[src/rtl/mem_access_stage.sv]
// rtl/mem_access_stage.sv - memory-access stage controller for the 8-bit pipelined CPU
//
// Takes the EXE/MEM bundle and either passes it to WB after one cycle
// (non-memory ops) or runs a req/ack data-memory access. While the access
// runs it stalls the upstream stages. A bounded wait turns a hung memory
// into a sticky error.
//
// Parameters:
//   TIMEOUT        WAIT cycles without ack before the access is abandoned (1..255)
// Ports:
//   clk, rst       rising-edge clock, asynchronous active-high reset
//   regWr_IN, memWr_IN, memRd_IN, aluRes_IN, memWrData_IN, rd_IN
//                  EXE/MEM bundle
//   stall_OUT      combinational hold request to PC, IF/ID, ID/EXE, EXE/MEM
//   dmemReq_OUT, dmemWe_OUT, dmemAddr_OUT, dmemWData_OUT
//                  registered data-memory request
//   dmemAck_IN, dmemRData_IN
//                  memory completion and load data (same cycle)
//   regWr_OUT, rd_OUT, wbData_OUT
//                  registered write-back bundle
//   memErr_OUT     sticky timeout or protocol error, cleared only by rst
module mem_access_stage #(
    parameter int unsigned TIMEOUT = 15
) (
    input  logic       clk,
    input  logic       rst,
    input  logic       regWr_IN,
    input  logic       memWr_IN,
    input  logic       memRd_IN,
    input  logic [7:0] aluRes_IN,
    input  logic [7:0] memWrData_IN,
    input  logic [2:0] rd_IN,
    output logic       stall_OUT,
    output logic       dmemReq_OUT,
    output logic       dmemWe_OUT,
    output logic [7:0] dmemAddr_OUT,
    output logic [7:0] dmemWData_OUT,
    input  logic       dmemAck_IN,
    input  logic [7:0] dmemRData_IN,
    output logic       regWr_OUT,
    output logic [2:0] rd_OUT,
    output logic [7:0] wbData_OUT,
    output logic       memErr_OUT
);

    typedef enum logic {
        IDLE = 1'b0,
        WAIT = 1'b1
    } state_t;

    // Counter value seen in the last permitted WAIT cycle.
    localparam logic [7:0] CNT_LAST = 8'(TIMEOUT - 1);

    state_t     state;
    state_t     state_next;

    logic       issue;
    logic       complete;
    logic       abandon;

    logic [7:0] wait_cnt;
    logic       cap_regwr;
    logic [2:0] cap_rd;
    logic [7:0] cap_alu;

    always_ff @(posedge clk or posedge rst) begin
        if (rst) begin
            state <= IDLE;
        end else begin
            state <= state_next;
        end
    end

    // Stall depends only on state, the request strobes and ack, never on read data.
    always_comb begin
        state_next = state;
        stall_OUT  = 1'b0;
        issue      = 1'b0;
        complete   = 1'b0;
        abandon    = 1'b0;
        case (state)
            IDLE: begin
                if (memRd_IN || memWr_IN) begin
                    stall_OUT  = 1'b1;
                    issue      = 1'b1;
                    state_next = WAIT;
                end
            end
            WAIT: begin
                if (dmemAck_IN) begin
                    complete   = 1'b1;
                    state_next = IDLE;
                end else begin
                    stall_OUT = 1'b1;
                    if (wait_cnt == CNT_LAST) begin
                        abandon    = 1'b1;
                        state_next = IDLE;
                    end
                end
            end
            default: begin
                state_next = IDLE;
            end
        endcase
    end

    always_ff @(posedge clk or posedge rst) begin
        if (rst) begin
            dmemReq_OUT   <= 1'b0;
            dmemWe_OUT    <= 1'b0;
            dmemAddr_OUT  <= 8'h00;
            dmemWData_OUT <= 8'h00;
            regWr_OUT     <= 1'b0;
            rd_OUT        <= 3'd0;
            wbData_OUT    <= 8'h00;
            memErr_OUT    <= 1'b0;
            wait_cnt      <= 8'h00;
            cap_regwr     <= 1'b0;
            cap_rd        <= 3'd0;
            cap_alu       <= 8'h00;
        end else if (issue) begin
            // A simultaneous load+store request is resolved as a store.
            dmemReq_OUT   <= 1'b1;
            dmemWe_OUT    <= memWr_IN;
            dmemAddr_OUT  <= aluRes_IN;
            dmemWData_OUT <= memWrData_IN;
            cap_regwr     <= regWr_IN;
            cap_rd        <= rd_IN;
            cap_alu       <= aluRes_IN;
            wait_cnt      <= 8'h00;
            regWr_OUT     <= 1'b0;
            if (memRd_IN && memWr_IN) begin
                memErr_OUT <= 1'b1;
            end
        end else if (complete) begin
            dmemReq_OUT <= 1'b0;
            regWr_OUT   <= cap_regwr;
            rd_OUT      <= cap_rd;
            // dmemWe_OUT still holds the access type of the finishing request.
            wbData_OUT  <= dmemWe_OUT ? cap_alu : dmemRData_IN;
        end else if (abandon) begin
            dmemReq_OUT <= 1'b0;
            memErr_OUT  <= 1'b1;
            regWr_OUT   <= 1'b0;
        end else if (state == WAIT) begin
            wait_cnt  <= wait_cnt + 8'd1;
            regWr_OUT <= 1'b0;
        end else begin
            regWr_OUT  <= regWr_IN;
            rd_OUT     <= rd_IN;
            wbData_OUT <= aluRes_IN;
        end
    end

endmodule
[config.mk]
export PLATFORM = sky130hd
export DESIGN_NAME = mem_access_stage
export DESIGN_NICKNAME = d
export VERILOG_FILES = /design/src/rtl/mem_access_stage.sv
export SDC_FILE = /design/constraint.sdc
export NUM_CORES = 1
export LEC_CHECK = 0
export ABC_AREA = 1
export CAP_MARGIN = 20
export CELL_PAD_IN_SITES_DETAIL_PLACEMENT = 0
export CELL_PAD_IN_SITES_GLOBAL_PLACEMENT = 1
export CORE_MARGIN = 3
export CORE_UTILIZATION = 33
export CTS_CLUSTER_DIAMETER = 150
export DETAILED_ROUTE_END_ITERATION = 8
export PLACE_DENSITY = 0.81
export SLEW_MARGIN = 20
export SYNTH_ARGS = -nofsm -noshare
export SYNTH_HDL_FRONTEND = slang
export SYNTH_SLANG_ARGS = --single-unit
export TNS_END_PERCENT = 10
[constraint.sdc]
create_clock -name clk -period 1.69 [get_ports clk]
set_input_delay 0.507 -clock clk [delete_from_list [all_inputs] [get_ports clk]]
set_output_delay 0.507 -clock clk [all_outputs]
set_load 0.05 [all_outputs]
==> results of run 1 <==
[flip-flops by register name, indices dropped and copies added, names as in the netlist]
signal / flops
cap_regwr: 1
cap_alu: 8
regWr_OUT: 1
wbData_OUT: 8
cap_rd: 3
dmemWData_OUT: 8
dmemWe_OUT: 1
wait_cnt: 8
rd_OUT: 3
dmemReq_OUT: 1
state: 1
memErr_OUT: 1
[routing by layer]
layer	vias up	routed length [µm]	GRT usage [%]
li1	969	-	-
met1	882	2566	22.99
met2	65	2400	22.99
met3	5	332	3.533
met4	0	43	5.036
met5	-	0	0
[synth_stat cells]
| cell | n | share of area (%) |
|---|---|---|
| sky130_fd_sc_hd__a31oi_1 | 11 | 3.4 |
| sky130_fd_sc_hd__buf_2 | 7 | 1.7 |
| sky130_fd_sc_hd__buf_4 | 1 | 0.37 |
| sky130_fd_sc_hd__clkbuf_1 | 2 | 0.37 |
| sky130_fd_sc_hd__dfrtp_1 | 44 | 54 |
| sky130_fd_sc_hd__ha_1 | 2 | 1.2 |
| sky130_fd_sc_hd__inv_1 | 9 | 1.7 |
| sky130_fd_sc_hd__inv_2 | 3 | 0.55 |
| sky130_fd_sc_hd__nand2_1 | 108 | 20 |
| sky130_fd_sc_hd__nand3_1 | 8 | 2.0 |
| sky130_fd_sc_hd__nand3b_1 | 1 | 0.37 |
| sky130_fd_sc_hd__nand4_1 | 5 | 1.5 |
| sky130_fd_sc_hd__nor2_1 | 34 | 6.2 |
| sky130_fd_sc_hd__nor2_2 | 3 | 0.92 |
| sky130_fd_sc_hd__nor2_4 | 3 | 1.7 |
| sky130_fd_sc_hd__o21ai_0 | 9 | 2.2 |
| sky130_fd_sc_hd__o21ai_1 | 2 | 0.49 |
| sky130_fd_sc_hd__o21bai_1 | 2 | 0.74 |
| sky130_fd_sc_hd__xor2_1 | 2 | 0.86 |
[worst reg2reg max path: stages (launching register included)]
cell                      delay (ns)
sky130_fd_sc_hd__dfrtp_1        0.41
sky130_fd_sc_hd__inv_1          0.10
sky130_fd_sc_hd__ha_1           0.14
sky130_fd_sc_hd__nand3_1        0.09
sky130_fd_sc_hd__nor2_2         0.19
sky130_fd_sc_hd__nor2_2         0.09
sky130_fd_sc_hd__nor2_4         0.19
sky130_fd_sc_hd__nand2_1        0.08
sky130_fd_sc_hd__nand2_1        0.07
[repair_timing]
item | 4_1_cts | 5_1_grt
setup endpoints to repair | 1 | 1
pin swaps | 3 | 0
setup buffers | 3 | 0
gates resized for setup | 12 | 0
[how the worst min path moves through the flow]
| stage | start | cells past startpoint | to | slack [ns] |
|---|---|---|---|---|
| 2_1_floorplan | cap_regwr | 2 | cap_regwr | 0.43 |
| 3_3_place_gp | cap_regwr | 2 | cap_regwr | 0.45 |
| 3_5_place_dp | cap_regwr | 2 | cap_regwr | 0.45 |
| 4_1_cts | cap_regwr | 2 | cap_regwr | 0.47 |
| 5_1_grt | cap_regwr | 2 | cap_regwr | 0.50 |
| 6_report | cap_regwr | 2 | cap_regwr | 0.47 |
[kinds of logic after synthesis]
family | after synthesis
AO/OA/AOI/OAI | 24
XOR/XNOR | 2
adder cells (fa/ha/maj) | 2
buffers and inverters | 22
flip-flops | 44
AND/OR/NAND/NOR | 162
[layout make-up]
type	count	share of cell area, %
Clock inverter	1	0.2264
Multi-Input combinational cell	190	25.74
Tap cell	75	2.830
Sequential cell	44	33.25
Inverter	12	1.472
Clock buffer	7	2.604
Timing Repair Buffer	82	33.89
[metrics by stage]
step	hold slack, ns	setup WS, ns
floorplan	0.4314	-0.01300
global placement	0.4486	-0.3825
detailed placement	0.4514	-0.4075
CTS	0.4727	-0.09565
global route	0.4999	-0.1458
finish	0.4663	-0.09369
[where the power goes]
group | internal (mW) | leakage (nW) | switching [mW] | total (mW)
registers | 1.39 | 0.535 | 0.377 | 1.76
clock network | 0.333 | 0.0445 | 0.365 | 0.698
logic | 1.44 | 1.02 | 1.65 | 3.09
total | 3.16 | 1.60 | 2.39 | 5.55
==> summary.md, run 1 <==
| Metric | Value |
|---|---|
| Status | `finished with violations` |
| Failing checks | `negative setup slack` |
| Post-synthesis simple-gate area fraction | `32.54%` |
| Slew margin rel. | `80.57%` |
| Fraction of layout cells with a size suffix above 1 | `21.13%` |
| Area taken by flip-flops and latches | `1102 µm²` |
| Detailed placement HPWL | `3927 µm` |
| Final design area excluding fillers | `3316 µm²` |
| Cell family with most CP delay | `flip-flops` |
| Crit Path Category | `reg -> out` |
| Power density over the cells | `1674 nW/µm²` |
| Via-per-instance ratio | `4.674` |
| Largest net degree at the start of global routing | `45` |
| Placeable core region | `5956 µm²` |
| Via count of the first global-routing pass | `1766` |
| Reg2Reg Capture Point | `wait_cnt[7]` |
| FILL cells | `534` |
| Total number of clock tree sinks | `44` |
| Synthesis-stage register bit count | `44` |
| Static Leak | `1.596 nW` |
| Combinational family with the most area after synthesis | `simple AND/OR/NAND/NOR gates` |
| Total clock buffers created by CTS | `5` |
| PortBufs | `64` |
| Peak clock frequency supported by timing | `560.6 MHz` |
| Setup TNS Final | `-0.09369 ns` |
| Total via count in the routed design | `1921` |
| Worst Reg2Reg Path Length in Cells | `8` |
| Critical-path maximum fanout | `4` |
| Fraction of the mapped netlist area in compound gates | `6.801%` |
| Clk_skew | `0.01140 ns` |
| Hold/Removal Path Class | `reg -> reg` |
| Initial antenna violation count | `0` |
| Die height | `84.66 µm` |
| Initial standard-cell utilization of the core | `34.29%` |
| Number of endpoints with negative hold slack in the final report | `0` |
| Layout overhead on the synthesized area | `62.38%` |
| Netlist area before placement | `2042 µm²` |
| Syn avg cell area | `7.976 µm²` |
| Number of buffers and inverters on the critical path | `3` |
| Number of remaining DRC errors | `0` |
| Post-route antenna net violation count | `0` |
| Worst vdd rail ir drop | `0.0009223 V` |
| Post-layout minimum cycle time | `1.784 ns` |
| Worst path depth | `5` |
| Site Rows | `28` |
| Final standard cell count with taps included and fillers excluded | `411` |
| Number of distinct library cells after synthesis | `19` |
| Horizontal die dimension | `84.66 µm` |
| Share of the yosys chip area belonging to registers | `53.92%` |
| Setup slack on the worst flop-to-flop path | `0.26 ns` |
| Number of standard cells after synthesis | `256` |
| Final design utilization | `55.67%` |
| Detailed Route WL | `5342 µm` |
| TritonCTS clock tree | `built` |
| Final layout net count | `370` |
| Iter 0 DRT Violations | `97` |
| Start point of the critical path | `state` |
| Max stage delay on crit path | `0.46 ns` |
| Nature of the critical path endpoint | `primary output` |
| Mux share of post-synthesis cell area | `0%` |
| Final estimated routing congestion in global placement | `0.8533` |
| Number of hold buffers added after CTS | `0` |
| Critical path startpoint category | `register` |
| Share of the clock period used by the worst path after layout | `105.5%` |
| Highest-count cells in the layout ignoring fill and taps | `107 x sky130_fd_sc_hd__nand2_1, 43 x sky130_fd_sc_hd__dfrtp_1, 35 x sky130_fd_sc_hd__buf_12` |
| Leading cell type in the layout, fill and taps excluded | `sky130_fd_sc_hd__nand2_1` |
| Clock latency at the later pin of the worst-skew pair | `0.30 ns` |
| Global-route congestion overflow total | `0` |
| Number of pins exceeding their max-slew limit in the final report | `0` |
| Cell count after placement | `400` |
| CP Data Arrival Time | `1.28 ns` |
| Number of primary I/O pins | `65` |
| First-pass DRT Iterations | `4` |
| Routed length per instance | `13.00 µm` |
| Post-synthesis share of cell area spent on xor and xnor gates | `0.8578%` |
| Series of cell instances along the critical path | `nand2_2 > inv_2 > nor2_4 > clkinvlp_4 > buf_12` |
| CP Capture Point | `stall_OUT` |
| Clock transition time at the flip-flop clock pins of the worst setup and hold paths | `0.09 ns` |
| Post-synth net total | `291` |
| Worst slew pin tran | `0.2911 ns` |
| Setup repair after global routing missed its margin | `true` |
| Multi-input combinational cell area | `853.3 µm²` |
| Htree depth | `2` |
| Dpl cell area | `3206 µm²` |
| Required time reported for the critical path endpoint | `1.18 ns` |
| Warnings from Yosys | `0` |
| Total power | `5.551 mW` |
| Number of antenna cells inserted | `0` |
| Overall track demand over capacity in global routing | `15.69%` |
| Wire length of the first global-routing pass | `9032 µm` |
| Post-route setup slack | `-0.09369 ns` |
| Total setup violations reported at the end of the flow | `1` |
| Reg-to-reg startpoint | `wait_cnt[0]` |
| Worst-case clock buffer depth | `2` |
| CP max-delay cell | `sky130_fd_sc_hd__dfrtp_2` |
| Post-synthesis share of cell area spent on full adders, half adders and majority gates | `1.225%` |
| Die Footprint | `7167 µm²` |
| Maximum Capacitance Violations | `0` |
| CTS Root Cell | `sky130_fd_sc_hd__clkbuf_8` |
Power figures use the tool's default switching activity.
==> inputs of run 2 (changes only) <==
--- a/config.mk
+++ b/config.mk
@@ -10,10 +10,11 @@
 export CELL_PAD_IN_SITES_DETAIL_PLACEMENT = 0
 export CELL_PAD_IN_SITES_GLOBAL_PLACEMENT = 1
 export CORE_MARGIN = 3
-export CORE_UTILIZATION = 33
+export CORE_UTILIZATION = 34
+export CTS_BUF_LIST = sky130_fd_sc_hd__clkbuf_8
 export CTS_CLUSTER_DIAMETER = 150
 export DETAILED_ROUTE_END_ITERATION = 8
-export PLACE_DENSITY = 0.81
+export PLACE_DENSITY = 0.84
 export SLEW_MARGIN = 20
 export SYNTH_ARGS = -nofsm -noshare
 export SYNTH_HDL_FRONTEND = slang
==> run 2 against run 1 <==
The flow still finishes with violations (negative setup slack). Total power is 1.5% higher. Register-to-register slack worse by 0.09 ns. Wire length is 1.6% lower. Design area is 0.79% higher. Clock power is 12% higher. Hold slack worse by 0.00059 ns. Highest routed layer unchanged. First-iteration DRC count is 9.3% lower. Fmax is 0.15% higher. Critical path type unchanged.
==> summary.md, run 2 (synthesis results as in run 1) <==
| Metric | Value |
|---|---|
| Peak clock frequency supported by timing | `561.5 MHz (+0.15%)` |
| Htree depth | `2 (unchanged)` |
| Max stage delay on crit path | `0.43 ns (-0.03 ns)` |
| Via count of the first global-routing pass | `1976 (+12%)` |
| CP Data Arrival Time | `1.27 ns (about the same)` |
| Series of cell instances along the critical path | `nand2_2 > inv_2 > nor2_4 > clkinvlp_4 > buf_12` |
| Leading cell type in the layout, fill and taps excluded | `sky130_fd_sc_hd__nand2_1` |
| Detailed Route WL | `5256 µm (-1.6%)` |
| Highest-count cells in the layout ignoring fill and taps | `107 x sky130_fd_sc_hd__nand2_1, 44 x sky130_fd_sc_hd__dfrtp_1, 36 x sky130_fd_sc_hd__buf_12` |
| Layout overhead on the synthesized area | `63.66%` |
| CP max-delay cell | `sky130_fd_sc_hd__dfrtp_1` |
| Crit Path Category | `reg -> out` |
| Number of antenna cells inserted | `0 (unchanged)` |
| Total clock buffers created by CTS | `5 (unchanged)` |
| Final standard cell count with taps included and fillers excluded | `408 (-0.73%)` |
| GRT met2 Usage | `27.33% (+4.3 points)` |
| Number of hold buffers added after CTS | `0 (unchanged)` |
| Site Rows | `27 (-3.6%)` |
| Met1 Track Usage GR | `20.89% (-2.1 points)` |
| Cell count after placement | `397 (-0.75%)` |
| Post-placement setup slack | `-0.4335 ns (-0.02600 ns)` |
| Initial antenna violation count | `0 (unchanged)` |
| Placeable core region | `5642 µm² (-5.3%)` |
| Post-route setup slack | `-0.09106 ns (+0.002636 ns)` |
| Setup slack on the worst flop-to-flop path | `0.17 ns (-0.09 ns)` |
| Worst slew pin tran | `0.4563 ns (+0.1652 ns)` |
| Final estimated routing congestion in global placement | `0.7786 (-8.8%)` |
| Critical-path maximum fanout | `4 (unchanged)` |
| Post-layout minimum cycle time | `1.781 ns (-0.002636 ns)` |
| Number of pins exceeding their max-slew limit in the final report | `0 (unchanged)` |
| Largest net degree at the start of global routing | `26 (-42%)` |
| Final layout net count | `370 (unchanged)` |
| Hold/Removal Path Class | `reg -> reg` |
| Wire length of the first global-routing pass | `9321 µm (+3.2%)` |
| Hold slack | `0.4658 ns (-0.0005890 ns)` |
| Maximum Capacitance Violations | `0 (unchanged)` |
| Die Footprint | `6971 µm² (-2.7%)` |
| Iter 0 DRT Violations | `88 (-9.3%)` |
| Worst-case clock buffer depth | `2 (unchanged)` |
| Overall track demand over capacity in global routing | `16.17% (+0.48 points)` |
| M3 GR Usage | `4.245% (+0.71 points)` |
| Required time reported for the critical path endpoint | `1.18 ns (about the same)` |
| Clock latency at the later pin of the worst-skew pair | `0.29 ns (about the same)` |
| Cell family with most CP delay | `flip-flops` |
| Share of the clock period used by the worst path after layout | `105.4% (-0.16 points)` |
| Power density over the cells | `1686 nW/µm² (+0.68%)` |
| Fraction of layout cells with a size suffix above 1 | `21.43% (+0.30 points)` |
| Worst vdd rail ir drop | `0.0009025 V (-2.1%)` |
| Static Leak | `1.619 nW (+1.4%)` |
| Routed length per instance | `12.88 µm (-0.89%)` |
| Gr busiest metal | `met2` |
| TritonCTS clock tree | `built` |
| Setup repair after global routing missed its margin | `true` |
| Failing checks | `negative setup slack` |
| Number of remaining DRC errors | `0 (unchanged)` |
| Die height | `83.50 µm (-1.4%)` |
| Status | `finished with violations` |
| Total setup violations reported at the end of the flow | `1 (unchanged)` |
| Total via count in the routed design | `1878 (-2.2%)` |
| Horizontal die dimension | `83.50 µm (-1.4%)` |
| Nature of the critical path endpoint | `primary output` |
| Setup TNS Final | `-0.09106 ns (+0.002636 ns)` |
| Number of endpoints with negative hold slack in the final report | `0 (unchanged)` |
| CTS Root Cell | `sky130_fd_sc_hd__clkbuf_8` |
| Clock transition time at the flip-flop clock pins of the worst setup and hold paths | `0.08 ns (about the same)` |
| PortBufs | `64 (unchanged)` |
| First-pass DRT Iterations | `4 (unchanged)` |
| Number of primary I/O pins | `65 (unchanged)` |
| Total power | `5.633 mW (+1.5%)` |
| Number of buffers and inverters on the critical path | `3 (unchanged)` |
| Global-route congestion overflow total | `0 (unchanged)` |
| Dpl cell area | `3214 µm² (+0.27%)` |
| Detailed placement HPWL | `4129 µm (+5.1%)` |
| Final design utilization | `59.24% (+3.6 points)` |
| Clk_skew | `0.002842 ns (-0.008556 ns)` |
| Total number of clock tree sinks | `44 (unchanged)` |
| Via-per-instance ratio | `4.603 (-1.5%)` |
| Critical path startpoint category | `register` |
| Final design area excluding fillers | `3342 µm² (+0.79%)` |
| Initial standard-cell utilization of the core | `36.19% (+1.9 points)` |
| Slew margin rel. | `69.39% (-11 points)` |
| Post-route antenna net violation count | `0 (unchanged)` |
==> run 2: layer usage <==
metal / routed length (µm) / vias to the layer above
met5: 0 / -
met4: 44 / 0
met3: 290 / 5
met2: 2490 / 52
met1: 2431 / 852
li1: - / 969
==> run 2: worst paths after layout <==
| kind | end | start | cells after the start |
|---|---|---|---|
| max | stall_OUT | state | 5 |
| min | cap_regwr | cap_regwr | 2 |
| max reg2reg | cap_alu[6] | state | 7 |
| min reg2reg | cap_regwr | cap_regwr | 2 |
| max in group asynchronous | wbData_OUT[2] | rst | 3 |
| min in group asynchronous | dmemWData_OUT[1] | rst | 2 |
==> run 2: timing repair <==
| item | in CTS | in global routing |
|---|---|---|
| setup buffers | 2 | 1 |
| setup endpoints to repair | 25 | 4 |
| pin swaps | 2 | 3 |
| resized for setup | 11 | 3 |
==> run 2: final cells by class <==
class,count,area (µm²)
Fill cell,489,2300
Timing Repair Buffer,82,1141
Sequential cell,44,1101
Multi-Input combinational cell,190,853.3
Tap cell,72,90.09
Clock buffer,5,68.82
Inverter,12,48.80
Clock inverter,3,38.79
==> run 2: tightest hold or removal path, stage by stage, from the launching register on <==
cell and delay [ns]:
sky130_fd_sc_hd__dfrtp_1 0.33, sky130_fd_sc_hd__nand2_1 0.06, sky130_fd_sc_hd__nand2_1 0.05
==> run 2: power by group <==
part	internal, mW	switching, mW
clock network	0.433	0.352
logic	1.45	1.63
registers	1.38	0.388
total	3.27	2.37
==> inputs of run 3 (changes only) <==
--- a/config.mk
+++ b/config.mk
@@ -6,6 +6,7 @@
 export NUM_CORES = 1
 export LEC_CHECK = 0
 export ABC_AREA = 1
+export ABC_CLOCK_PERIOD_IN_PS = 1690
 export CAP_MARGIN = 20
 export CELL_PAD_IN_SITES_DETAIL_PLACEMENT = 0
 export CELL_PAD_IN_SITES_GLOBAL_PLACEMENT = 1
@@ -14,7 +15,7 @@
 export CTS_BUF_LIST = sky130_fd_sc_hd__clkbuf_8
 export CTS_CLUSTER_DIAMETER = 150
 export DETAILED_ROUTE_END_ITERATION = 8
-export PLACE_DENSITY = 0.84
+export PLACE_DENSITY_LB_ADDON = 0.1
 export SLEW_MARGIN = 20
 export SYNTH_ARGS = -nofsm -noshare
 export SYNTH_HDL_FRONTEND = slang
==> run 3 against run 2 <==
The flow still finishes with violations (negative setup slack). Total power fell by 2.8%. Die area unchanged. Sequential power about the same. Clock skew grew 0.00074 ns. Final cell count fell by 1.2%. Critical path type unchanged. Critical endpoint unchanged. Highest routed layer unchanged.
==> summary.md, run 3 (synthesis results as in run 1) <==
| Metric | Value |
|---|---|
| Number of pins exceeding their max-slew limit in the final report | `0 (unchanged)` |
| Post-route setup slack | `-0.1154 ns (-0.02432 ns)` |
| Series of cell instances along the critical path | `buf_12 > nor2_4 > nor2_4 > clkinvlp_4 > buf_12` |
| Initial antenna violation count | `0 (unchanged)` |
| FILL cells | `493 (+0.82%)` |
| Failing checks | `negative setup slack` |
| Worst-case clock buffer depth | `2 (unchanged)` |
| Die Footprint | `6971 µm² (unchanged)` |
| Total clock buffers created by CTS | `5 (unchanged)` |
| Crit Path Category | `reg -> out` |
| Setup repair after global routing missed its margin | `true` |
| Power density over the cells | `1669 nW/µm² (-0.98%)` |
| Maximum Capacitance Violations | `0 (unchanged)` |
| Post-route antenna net violation count | `0 (unchanged)` |
| Hold/Removal Path Class | `reg -> reg` |
| Overall track demand over capacity in global routing | `15.41% (-0.75 points)` |
| Clock transition time at the flip-flop clock pins of the worst setup and hold paths | `0.08 ns (about the same)` |
| First-pass DRT Iterations | `5 (+1)` |
| Final standard cell count with taps included and fillers excluded | `403 (-1.2%)` |
| Total setup violations reported at the end of the flow | `1 (unchanged)` |
| Total number of clock tree sinks | `44 (unchanged)` |
| Number of primary I/O pins | `65 (unchanged)` |
| Detailed Route WL | `5202 µm (-1.0%)` |
| Static Leak | `1.585 nW (-2.1%)` |
| Global-route congestion overflow total | `0 (unchanged)` |
| CTS Root Cell | `sky130_fd_sc_hd__clkbuf_8` |
| Horizontal die dimension | `83.50 µm (unchanged)` |
| Routed length per instance | `12.91 µm (+0.20%)` |
| Post-layout minimum cycle time | `1.805 ns (+0.02432 ns)` |
| Htree depth | `2 (unchanged)` |
| Cell count after placement | `395 (-0.50%)` |
| PortBufs | `64 (unchanged)` |
| Wire length of the first global-routing pass | `8721 µm (-6.4%)` |
| Initial standard-cell utilization of the core | `36.19% (unchanged)` |
| Leading cell type in the layout, fill and taps excluded | `sky130_fd_sc_hd__nand2_1` |
| Largest net degree at the start of global routing | `45 (+73%)` |
| Clk_skew | `0.003581 ns (+0.0007391 ns)` |
| Number of hold buffers added after CTS | `0 (unchanged)` |
| Final estimated routing congestion in global placement | `0.7673 (-1.5%)` |
| Detailed placement HPWL | `3766 µm (-8.8%)` |
| Number of endpoints with negative hold slack in the final report | `0 (unchanged)` |
| Iter 0 DRT Violations | `66 (-25%)` |
| Clock latency at the later pin of the worst-skew pair | `0.29 ns (about the same)` |
| Placeable core region | `5642 µm² (unchanged)` |
| Required time reported for the critical path endpoint | `1.18 ns (about the same)` |
| Status | `finished with violations` |
| Via count of the first global-routing pass | `1767 (-11%)` |
| Worst vdd rail ir drop | `0.0009156 V (+1.5%)` |
| Via-per-instance ratio | `4.650 (+1.0%)` |
| Die height | `83.50 µm (unchanged)` |
| Highest-count cells in the layout ignoring fill and taps | `107 x sky130_fd_sc_hd__nand2_1, 43 x sky130_fd_sc_hd__dfrtp_1, 36 x sky130_fd_sc_hd__buf_12` |
| Final layout net count | `366 (-1.1%)` |
| Cell family with most CP delay | `buffers and inverters` |
| Number of remaining DRC errors | `0 (unchanged)` |
| Slew margin rel. | `80.81% (+11 points)` |
| Site Rows | `27 (unchanged)` |
| CP Data Arrival Time | `1.30 ns (+0.03 ns)` |
| CP max-delay cell | `sky130_fd_sc_hd__dfrtp_2` |
| Total via count in the routed design | `1874 (-0.21%)` |
| Fraction of layout cells with a size suffix above 1 | `20.85% (-0.58 points)` |
| Share of the clock period used by the worst path after layout | `106.8% (+1.4 points)` |
| Layout overhead on the synthesized area | `60.60%` |
| TritonCTS clock tree | `built` |
| Total power | `5.474 mW (-2.8%)` |
| Critical-path maximum fanout | `3 (-1)` |
| Max stage delay on crit path | `0.41 ns (-0.02 ns)` |
| Critical path startpoint category | `register` |
| Worst slew pin tran | `0.2878 ns (-0.1684 ns)` |
| Nature of the critical path endpoint | `primary output` |
| Number of antenna cells inserted | `0 (unchanged)` |
| Peak clock frequency supported by timing | `553.9 MHz (-1.3%)` |
| Number of buffers and inverters on the critical path | `3 (unchanged)` |
run 3: cell count changes in the layout (fill, tap and decap cells not counted), sizes merged:
cell    previous run  this run
bufinv             1         0
buf               52        48
inv               11        12
clkinv             2         1
run 3: cell type report:
| type | count | area [µm²] | area share, % |
|---|---|---|---|
| Clock buffer | 5 | 68.82 | 2.098 |
| Clock inverter | 2 | 8.758 | 0.2671 |
| Inverter | 12 | 48.80 | 1.488 |
| Multi-Input combinational cell | 190 | 853.3 | 26.02 |
| Sequential cell | 44 | 1102 | 33.61 |
| Tap cell | 72 | 90.09 | 2.747 |
| Timing Repair Buffer | 78 | 1107 | 33.77 |
run 3: worst reg2reg max path, stage by stage (launching register included):
cell and delay (ns):
sky130_fd_sc_hd__dfrtp_2 0.44, sky130_fd_sc_hd__buf_12 0.14, sky130_fd_sc_hd__nor2_4 0.10, sky130_fd_sc_hd__buf_4 0.31, sky130_fd_sc_hd__inv_2 0.13, sky130_fd_sc_hd__buf_4 0.20, sky130_fd_sc_hd__nand2_1 0.06, sky130_fd_sc_hd__nand2_1 0.06
run 3: worst paths after layout:
kind / startpoint / to / slack, ns / cells after the start
min in group asynchronous: rst / dmemWData_OUT[7] / 0.56 / 3
max in group asynchronous: rst / state / 0.90 / 3
min reg2reg: cap_regwr / cap_regwr / 0.49 / 2
max: state / stall_OUT / -0.12 / 5
max reg2reg: state / cap_rd[0] / 0.15 / 7
min: cap_regwr / cap_regwr / 0.49 / 2
run 3: power breakdown:
group	internal, mW	total [mW]	leakage, nW	switching [mW]
Sequential	1.39	1.77	0.535	0.386
Clock	0.276	0.625	0.0452	0.349
Combinational	1.44	3.08	1.01	1.63
Total	3.11	5.47	1.59	2.37
run 3: through the flow:
| stage | hold slack (ns) | cell area [µm²] | utilization (%) | worst slack [ns] | setup TNS [ns] |
|---|---|---|---|---|---|
| 2_1_floorplan | 0.4314 | 2057 | - | -0.01300 | -0.01300 |
| 3_3_place_gp | 0.4735 | 3187 | 56.49 | -0.4798 | -12.51 |
| 3_5_place_dp | 0.4710 | 3187 | 56.49 | -0.4645 | -13.48 |
| 4_1_cts | 0.4939 | 3279 | 58.13 | -0.1241 | -0.1241 |
| 5_1_grt | 0.5218 | 3279 | 58.13 | -0.1623 | -0.1623 |
| 6_report | 0.4915 | 3279 | 58.13 | -0.1154 | -0.1154 |
run 3: layer usage:
metal / GRT usage, % / share of wire (%)
met5: 0 / 0
met3: 4.640 / 6.3
met4: 3.947 / 1.1
met2: 25.51 / 49
met1: 19.73 / 43
run 3: timing repair:
action	4_1_cts	5_1_grt
resized for setup	13	1
pin swaps	4	1
buffers inserted	1	0
endpoints found under the setup margin	25	7
